File: src/rtl/serial_parity_rx.sv
// Asynchronous-serial frame receiver: start bit, DATA_WIDTH data bits LSB first,
// one parity bit, one stop bit. Parity is captured only; checking happens downstream.
module serial_parity_rx #(
    parameter int DATA_WIDTH   = 8,
    parameter int CLKS_PER_BIT = 16
) (
    input  logic                  clk,
    input  logic                  rst,
    input  logic                  rx_in,
    output logic [DATA_WIDTH-1:0] data_out,
    output logic                  parity_out,
    output logic                  valid_out,
    output logic                  frame_err_out,
    output logic                  busy_out
);

    localparam int H     = CLKS_PER_BIT / 2;
    localparam int CNT_W = $clog2(CLKS_PER_BIT);
    localparam int IDX_W = $clog2(DATA_WIDTH + 1);

    localparam logic [CNT_W-1:0] CNT_MID  = CNT_W'(H - 1);
    localparam logic [CNT_W-1:0] CNT_LAST = CNT_W'(CLKS_PER_BIT - 1);
    localparam logic [IDX_W-1:0] IDX_LAST = IDX_W'(DATA_WIDTH - 1);

    typedef enum logic [2:0] {
        IDLE,
        START,
        DATA,
        PARITY,
        STOP,
        BREAK
    } state_t;

    state_t                  state;
    logic                    rx_meta;
    logic                    rxs;
    logic [CNT_W-1:0]        cnt;
    logic [IDX_W-1:0]        idx;
    logic [DATA_WIDTH-1:0]   shift;
    logic [DATA_WIDTH-1:0]   shift_next;
    logic                    par_hold;

    // First bit on the line ends up in bit 0 after DATA_WIDTH right shifts.
    always_comb begin
        shift_next                 = shift >> 1;
        shift_next[DATA_WIDTH-1]   = rxs;
    end

    assign busy_out = (state != IDLE);

    always_ff @(posedge clk) begin
        if (rst) begin
            rx_meta       <= 1'b1;
            rxs           <= 1'b1;
            state         <= IDLE;
            cnt           <= '0;
            idx           <= '0;
            shift         <= '0;
            par_hold      <= 1'b0;
            data_out      <= '0;
            parity_out    <= 1'b0;
            valid_out     <= 1'b0;
            frame_err_out <= 1'b0;
        end else begin
            rx_meta       <= rx_in;
            rxs           <= rx_meta;
            valid_out     <= 1'b0;
            frame_err_out <= 1'b0;

            case (state)
                IDLE: begin
                    if (!rxs) begin
                        state <= START;
                        cnt   <= '0;
                    end
                end

                // A line that is high again at mid-start was a glitch.
                START: begin
                    if (cnt == CNT_MID) begin
                        cnt   <= '0;
                        idx   <= '0;
                        state <= rxs ? IDLE : DATA;
                    end else begin
                        cnt <= cnt + 1'b1;
                    end
                end

                DATA: begin
                    if (cnt == CNT_LAST) begin
                        cnt   <= '0;
                        shift <= shift_next;
                        idx   <= idx + 1'b1;
                        if (idx == IDX_LAST) begin
                            state <= PARITY;
                        end
                    end else begin
                        cnt <= cnt + 1'b1;
                    end
                end

                PARITY: begin
                    if (cnt == CNT_LAST) begin
                        cnt      <= '0;
                        par_hold <= rxs;
                        state    <= STOP;
                    end else begin
                        cnt <= cnt + 1'b1;
                    end
                end

                // Returning to IDLE on the stop sample lets a back-to-back start bit be caught.
                STOP: begin
                    if (cnt == CNT_LAST) begin
                        cnt <= '0;
                        if (rxs) begin
                            data_out   <= shift;
                            parity_out <= par_hold;
                            valid_out  <= 1'b1;
                            state      <= IDLE;
                        end else begin
                            frame_err_out <= 1'b1;
                            state         <= BREAK;
                        end
                    end else begin
                        cnt <= cnt + 1'b1;
                    end
                end

                BREAK: begin
                    if (rxs) begin
                        state <= IDLE;
                    end
                end

                default: state <= IDLE;
            endcase
        end
    end

endmodule

File: config.mk
export PLATFORM = sky130hd
export DESIGN_NAME = serial_parity_rx
export DESIGN_NICKNAME = d
export VERILOG_FILES = /design/src/rtl/serial_parity_rx.sv
export SDC_FILE = /design/constraint.sdc
export NUM_CORES = 1
export LEC_CHECK = 0
export BUFFER_PORTS_ARGS = -buffer_cell sky130_fd_sc_hd__buf_2
export CORE_MARGIN = 2
export CORE_UTILIZATION = 56
export CTS_CLUSTER_SIZE = 30
export DETAILED_ROUTE_END_ITERATION = 8
export PLACE_DENSITY = 0.76
export SLEW_MARGIN = 20
export SYNTH_ARGS = -nofsm -noshare
export SYNTH_HDL_FRONTEND = slang
export SYNTH_SLANG_ARGS = --single-unit
File: constraint.sdc
create_clock -name clk -period 1.9 [get_ports clk]
set_clock_uncertainty 0.05 [all_clocks]
set_input_delay 0 -clock clk [delete_from_list [all_inputs] [get_ports clk]]
set_output_delay 0 -clock clk [all_outputs]
set_load 0.05 [all_outputs]
# ---- After elaboration in Yosys (flattened, before gate mapping)
# Index checks and enable logic that the tools add are counted.
# Widths: inputs -> output; s select.
dict set report classes {
  add_sub_neg 2
  eq_ne 15
  mux 19
  bitwise 2
  n_reduce_logical 12
}
# op n
set ops {}
lappend ops {{$mux 3} 8}
lappend ops {{$mux 4} 5}
lappend ops {{$pmux 3 s6} 1}
lappend ops {{$ne 2x2->1 const B} 7}
lappend ops {{$pmux 4 s3} 1}
lappend ops {{$add 4x1->4 const B} 2}
lappend ops {{$eq 4x3->1 const B} 2}
lappend ops {{$pmux 4 s2} 1}
lappend ops {{$reduce_and 7->1} 1}
lappend ops {{$eq 3x2->1 const B} 2}
lappend ops {{$eq 3x3->1 const B} 2}
lappend ops {{$reduce_and 2->1} 3}
lappend ops {{$reduce_and 3->1} 2}
lappend ops {{$reduce_bool 3->1} 2}
lappend ops {{$reduce_or 3->1} 2}
lappend ops {{$eq 4x4->1 const B} 1}
lappend ops {{$eq 3x1->1 const B} 1}
lappend ops {{$logic_not 3->1} 1}
lappend ops {{$mux 1} 2}
lappend ops {{$mux 2} 1}
lappend ops {{$not 1->1} 2}
lappend ops {{$reduce_bool 2->1} 1}
dict set report word_totals {
  ff_bits 33
  input_bits 3
}

# ---- Depth between registers and ports, before layout
dict set report depth {
  depth_word 4
  ltp_mapped 7
  ltp_nobuf 5
}

# ---- Worst setup path after synthesis
# No wires, ideal clock.
dict set report synth_path {
  path_kind {register -> register}
  from {register cnt[0]}
  to {register idx[3]}
  setup_ps 70
  t_arrival_ps 1572
  setup_slack_ps 208
  stages_incl_launch_ff 7
  n_path_buf 1
  synth_period_minus_slack_ps 1692
  path_cell_list {dfxtp_1 -> ha_1 -> and3_1 -> clkbuf_1 -> nand3_1 -> or3_1 -> a21oi_1}
}
dict set report synth_via {
  elab_chain_cells 3
  elab_cells_between_ends 5
  cone_classes {eq/ne (4); reduce/logical (1)}
}
# element line
set synth_lines {}
lappend synth_lines {{start, declared} 37} ;# logic [CNT_W-1:0] cnt;
lappend synth_lines {{start signal, assigned} 85} ;# cnt <= cnt + 1'b1;
lappend synth_lines {{start signal, assigned} 98} ;# cnt <= cnt + 1'b1;
lappend synth_lines {{start signal, assigned} 108} ;# cnt <= cnt + 1'b1;
lappend synth_lines {{$eq 4x4->1 or $eq 4x3->1 (tied branches)} {90, 80}}
lappend synth_lines {{$ne 2x2->1 (no source line)} n/a}
lappend synth_lines {{$reduce_and 3->1 (no source line) *} n/a}
lappend synth_lines {{end signal, assigned} 93} ;# idx <= idx + 1'b1;
lappend synth_lines {{end, declared} 38} ;# logic [IDX_W-1:0] idx;
# Every way passes the cells marked *; elsewhere a longest branch is shown, timed or not.
# A chain may end at the register's enable or synchronous reset.

# ---- Final worst setup path
dict set report layout_path {
  from {register state[0]}
  to {register idx[1]}
}
dict set report layout_via {
  elab_chain_cells 3
  elab_cells_between_ends 7
  cone_classes {eq/ne (4); mux (1); reduce/logical (2)}
}
# element line
set layout_lines {}
lappend layout_lines {{start, declared} 34} ;# state_t state;
lappend layout_lines {{start signal, assigned} 83} ;# state <= rxs ? IDLE : DATA;
lappend layout_lines {{$eq 3x2->1 or $eq 3x1->1 (tied branches)} 70} ;# case (state)
lappend layout_lines {{$ne 2x2->1 (no source line) or $reduce_bool 2->1 (tied branches)} n/a}
lappend layout_lines {{$reduce_and 3->1 (no source line)} n/a}
# Parallel ways exist; a longest one is shown, timed or not.

==> report_table.html <==
<table>
<tr><th>Metric</th><th>Value</th></tr>
<tr><th colspan="2">Logic synthesis</th></tr>
<tr><td>Unique cell type count in the Yosys netlist</td><td>34</td></tr>
<tr><td>Largest cells by area after synthesis</td><td>dfxtp_1 46%, mux2i_1 9.0%, nand2_1 6.2%</td></tr>
<tr><td>Register bit total from synthesis</td><td>33</td></tr>
<tr><td>Post-synthesis cell type with the largest combined area</td><td>dfxtp_1</td></tr>
<tr><td>Number of instances in the synthesized netlist</td><td>171</td></tr>
<tr><td>Ranking of synthesized cells by instance count</td><td>33 x dfxtp_1, 24 x nand2_1, 18 x nor2_1, 17 x a21oi_1, 13 x mux2i_1</td></tr>
<tr><td>Cell area after synthesis</td><td>about 1500 um^2</td></tr>
<tr><td>Async S/R FF share, synth</td><td>0%</td></tr>
<tr><td>Number of flops mapped to enable cells by yosys</td><td>0</td></tr>
<tr><td>Synthesized net count</td><td>approximately 180</td></tr>
<tr><td>Dominant synthesized flop cell</td><td>dfxtp_1</td></tr>
<tr><td>Yosys synthesis warning count</td><td>0</td></tr>
<tr><td>Area share of the largest cell type after synthesis</td><td>around 46%</td></tr>
<tr><td>Sequential-to-total area share from yosys stat</td><td>a little under half</td></tr>
<tr><td>Library cell with the highest instance count after synthesis</td><td>dfxtp_1</td></tr>
<tr><td>Average cell area after synthesis</td><td>around 8.5 um^2</td></tr>
<tr><th colspan="2">CTS</th></tr>
<tr><td>Cell chosen for the clock root</td><td>clkbuf_4</td></tr>
<tr><td>TritonCTS Sinks</td><td>33</td></tr>
<tr><td>Clock transition at path regs</td><td>approximately 100 ps</td></tr>
<tr><td>Maximum count of clock buffers along a single path</td><td>2</td></tr>
<tr><td>H-tree levels</td><td>2</td></tr>
<tr><td>CTS tree</td><td>done</td></tr>
<tr><td>TritonCTS buffer count</td><td>5</td></tr>
<tr><td>Post-CTS setup buffers</td><td>0</td></tr>
<tr><td>Clock Latency Late Sink</td><td>between 300 and 400 ps</td></tr>
<tr><th colspan="2">Route</th></tr>
<tr><td>Average vias per placed instance</td><td>about 5.7</td></tr>
<tr><td>DRC errors left</td><td>0</td></tr>
<tr><td>Routed WL</td><td>about 2900 um</td></tr>
<tr><td>Via count of the routed design</td><td>between 1,000 and 1,500</td></tr>
<tr><td>DRT Pass-1 Iters</td><td>4</td></tr>
<tr><td>Antenna-violating nets left</td><td>0</td></tr>
<tr><td>Initial DRC Count</td><td>22</td></tr>
<tr><td>Wire length per cell after detailed routing</td><td>approximately 13 um</td></tr>
<tr><th colspan="2">Status</th></tr>
<tr><td>Status</td><td>completed</td></tr>
<tr><th colspan="2">Die</th></tr>
<tr><td>Number of top-level design ports</td><td>15</td></tr>
<tr><td>Floorplan die height</td><td>approximately 55 um</td></tr>
<tr><td>Site Rows</td><td>18</td></tr>
<tr><td>Initial core utilization</td><td>about three fifths</td></tr>
<tr><td>Die extent in x</td><td>around 55 um</td></tr>
<tr><td>Core box area</td><td>2480 um^2</td></tr>
<tr><td>Area enclosed by the die boundary</td><td>approximately 3000 um^2</td></tr>
<tr><th colspan="2">Pwr</th></tr>
<tr><td>Pwr/cell area</td><td>approximately 880 nW/um^2</td></tr>
<tr><td>Total power consumption of the routed design</td><td>1.45 mW</td></tr>
<tr><td>Static leakage power</td><td>slightly above 0.7 nW</td></tr>
<tr><td>Worst vdd rail ir drop</td><td>691 uV</td></tr>
<tr><th colspan="2">STA</th></tr>
<tr><td>Remaining max-slew budget at the tightest pin</td><td>around three fifths</td></tr>
<tr><td>Aggregate negative setup slack</td><td>0 ps</td></tr>
<tr><td>Pins over their slew limit</td><td>0</td></tr>
<tr><td>Period utilization</td><td>93.7%</td></tr>
<tr><td>Post-layout worst setup margin</td><td>between 100 and 150 ps</td></tr>
<tr><td>Tmin final</td><td>1780 ps</td></tr>
<tr><td>Total count of hold-check failures in the final report</td><td>0</td></tr>
<tr><td>Maximum achievable frequency</td><td>roughly 560 MHz</td></tr>
<tr><td>Setup repair after global routing missed its margin</td><td>false</td></tr>
<tr><td>Worst slew pin tran</td><td>between 500 and 600 ps</td></tr>
<tr><td>Final count of negative-setup-slack endpoints</td><td>0</td></tr>
<tr><th colspan="2">Critical path</th></tr>
<tr><td>Startpoint of the worst setup timing path</td><td>state[0]</td></tr>
<tr><td>Endpoint required time on the critical path</td><td>between 2000 and 2500 ps</td></tr>
<tr><td>Arrival time worst endpoint</td><td>about 2000 ps</td></tr>
<tr><td>Maximum fanout along the worst path</td><td>9</td></tr>
<tr><td>Type of the worst setup path</td><td>reg -&gt; reg</td></tr>
<tr><td>Kind of end point of the critical path</td><td>flip-flop</td></tr>
<tr><td>Critical path launch point type</td><td>flip-flop</td></tr>
<tr><td>Worst reg2reg path startpoint</td><td>state[0]</td></tr>
<tr><th colspan="2">Placement</th></tr>
<tr><td>Pre-CTS setup slack</td><td>162 ps</td></tr>
<tr><td>Port-buffer cells</td><td>14</td></tr>
<tr><td>Dpl cell area</td><td>between 1500 and 2000 um^2</td></tr>
<tr><td>Routability congestion estimate from global placement</td><td>approximately 0.90</td></tr>
<tr><td>Hpwl dp</td><td>1940 um</td></tr>
<tr><th colspan="2">Global routing</th></tr>
<tr><td>Overflow left after global routing</td><td>0</td></tr>
<tr><td>Antenna violations before repair</td><td>0</td></tr>
<tr><td>Overall global routing resource usage</td><td>approximately a fifth</td></tr>
<tr><td>First-pass GRT wire length</td><td>4400 um</td></tr>
<tr><td>Largest net degree at the start of global routing</td><td>35</td></tr>
<tr><td>Vias in the first global route</td><td>~1,100</td></tr>
<tr><th colspan="2">Hold path</th></tr>
<tr><td>Hold_sp</td><td>rst</td></tr>
<tr><td>Class of the most critical hold timing path</td><td>in -&gt; reg</td></tr>
<tr><th colspan="2">Finish</th></tr>
<tr><td>Post-synthesis to final-layout area growth</td><td>13.3%</td></tr>
<tr><td>Number of diodes</td><td>0</td></tr>
<tr><td>Share of final-layout standard cells stronger than drive strength 1</td><td>between 10% and 20%</td></tr>
<tr><td>Util after Layout</td><td>roughly two thirds</td></tr>
<tr><td>Final instance area</td><td>about 1600 um^2</td></tr>
<tr><td>FF+latch area</td><td>661 um^2</td></tr>
<tr><td>Multi-input logic area</td><td>between 700 and 800 um^2</td></tr>
<tr><td>Number of inserted filler cells in the final layout</td><td>between 200 and 250</td></tr>
<tr><td>Layout Nets</td><td>193</td></tr>
<tr><th colspan="2">Run</th></tr>
<tr><td>Maximum capacitance violations</td><td>0</td></tr>
</table>
[registers in the layout (all words and copies together), names as in the netlist]
register,cells
cnt,4
data_out,8
par_hold,1
rx_meta,1
idx,4
shift,8
valid_out,1
state,3
rxs,1
frame_err_out,1
parity_out,1
[cells in the final DEF, fill, tap and decap left out, drive strengths merged]
cell         synthesis  layout
dfxtp               33      33
ha                   2       2
inv                  2       2
or3b                 2       2
a211o                2       2
nand3                4       4
nor3b                1       1
o21bai               1       1
or4b                 1       1
buf                  2      21
and3                 2       2
a311oi               2       2
o21ai                8       8
nand4b               1       1
nand2b               2       2
o221ai               1       1
mux2i               13      13
nor3                 3       3
a211oi               1       1
o211ai               1       1
a21boi               1       1
and3b                1       1
or2                  2       2
nor2b                2       2
nand3b               5       5
clkbuf              10       7
mux2                 1       1
nor2                19      19
nand4                1       1
or3                  4       4
a21oi               17      17
dlygate4sd3          0       1
clkinv               0       1
nand2               24      24
[power breakdown]
group	switching (mW)	internal, mW	total, mW	leakage (nW)
combinational	0.161	0.117	0.278	0.403
clock	0.224	0.214	0.438	0.0413
sequential	0.0249	0.713	0.738	0.267
[layer usage]
metal	up-vias	global-route usage [%]	routed length, um
met1	592	24.7	1330
met4	0	11.4	60
li1	629	-	-
met5	-	0	0
met3	7	5.65	85
met2	20	34.7	1390
[critical path, cell delays in order, from the launching register on]
cell and delay [ps]:
dfxtp_1 440, or3b_1 370, a211o_1 360, or3_1 360, a21oi_1 140
[path summary, 6_finish.rpt]
check | cells after the start | endpoint | slack (ps)
hold reg to reg | 1 | rxs | 370
hold / removal | 2 | parity_out | 100
setup / recovery | 4 | idx[1] | 120
setup reg to reg | 4 | idx[1] | 120
[stage by stage]
| step | hold slack (ps) | instances |
|---|---|---|
| 6_report | 97.0 | 219 |
| 5_1_grt | 108 | 219 |
| 4_1_cts | 83.9 | 219 |
| 3_5_place_dp | 137 | 210 |
| 3_3_place_gp | 136 | 210 |
| 2_1_floorplan | 53.8 | 171 |
[cell type report]
class / count / area share [%]
clock buffer: 7 / 3.96
clock inverter: 1 / 0.304
inverter: 2 / 0.457
multi-input combinational: 124 / 44.7
sequential: 33 / 40.2
tap: 30 / 2.28
timing repair buffer: 22 / 8.07
[cells by family (layout without fill, tap and decap cells)]
family	Yosys count	count (layout)	synth area share (%)
buffers and inverters	14	32	3.79
flip-flops	33	33	45.5
AO/OA/AOI/OAI	34	34	13.7
multiplexers	14	14	9.74
adder cells (fa/ha/maj)	2	2	1.72
AND/OR/NAND/NOR	74	74	25.5
[repair_timing]
action,4_1_cts,5_1_grt
gates resized for setup,0,0
hold endpoints to repair,1,0
hold buffers,1,0
(Power assumes the default switching activity.)
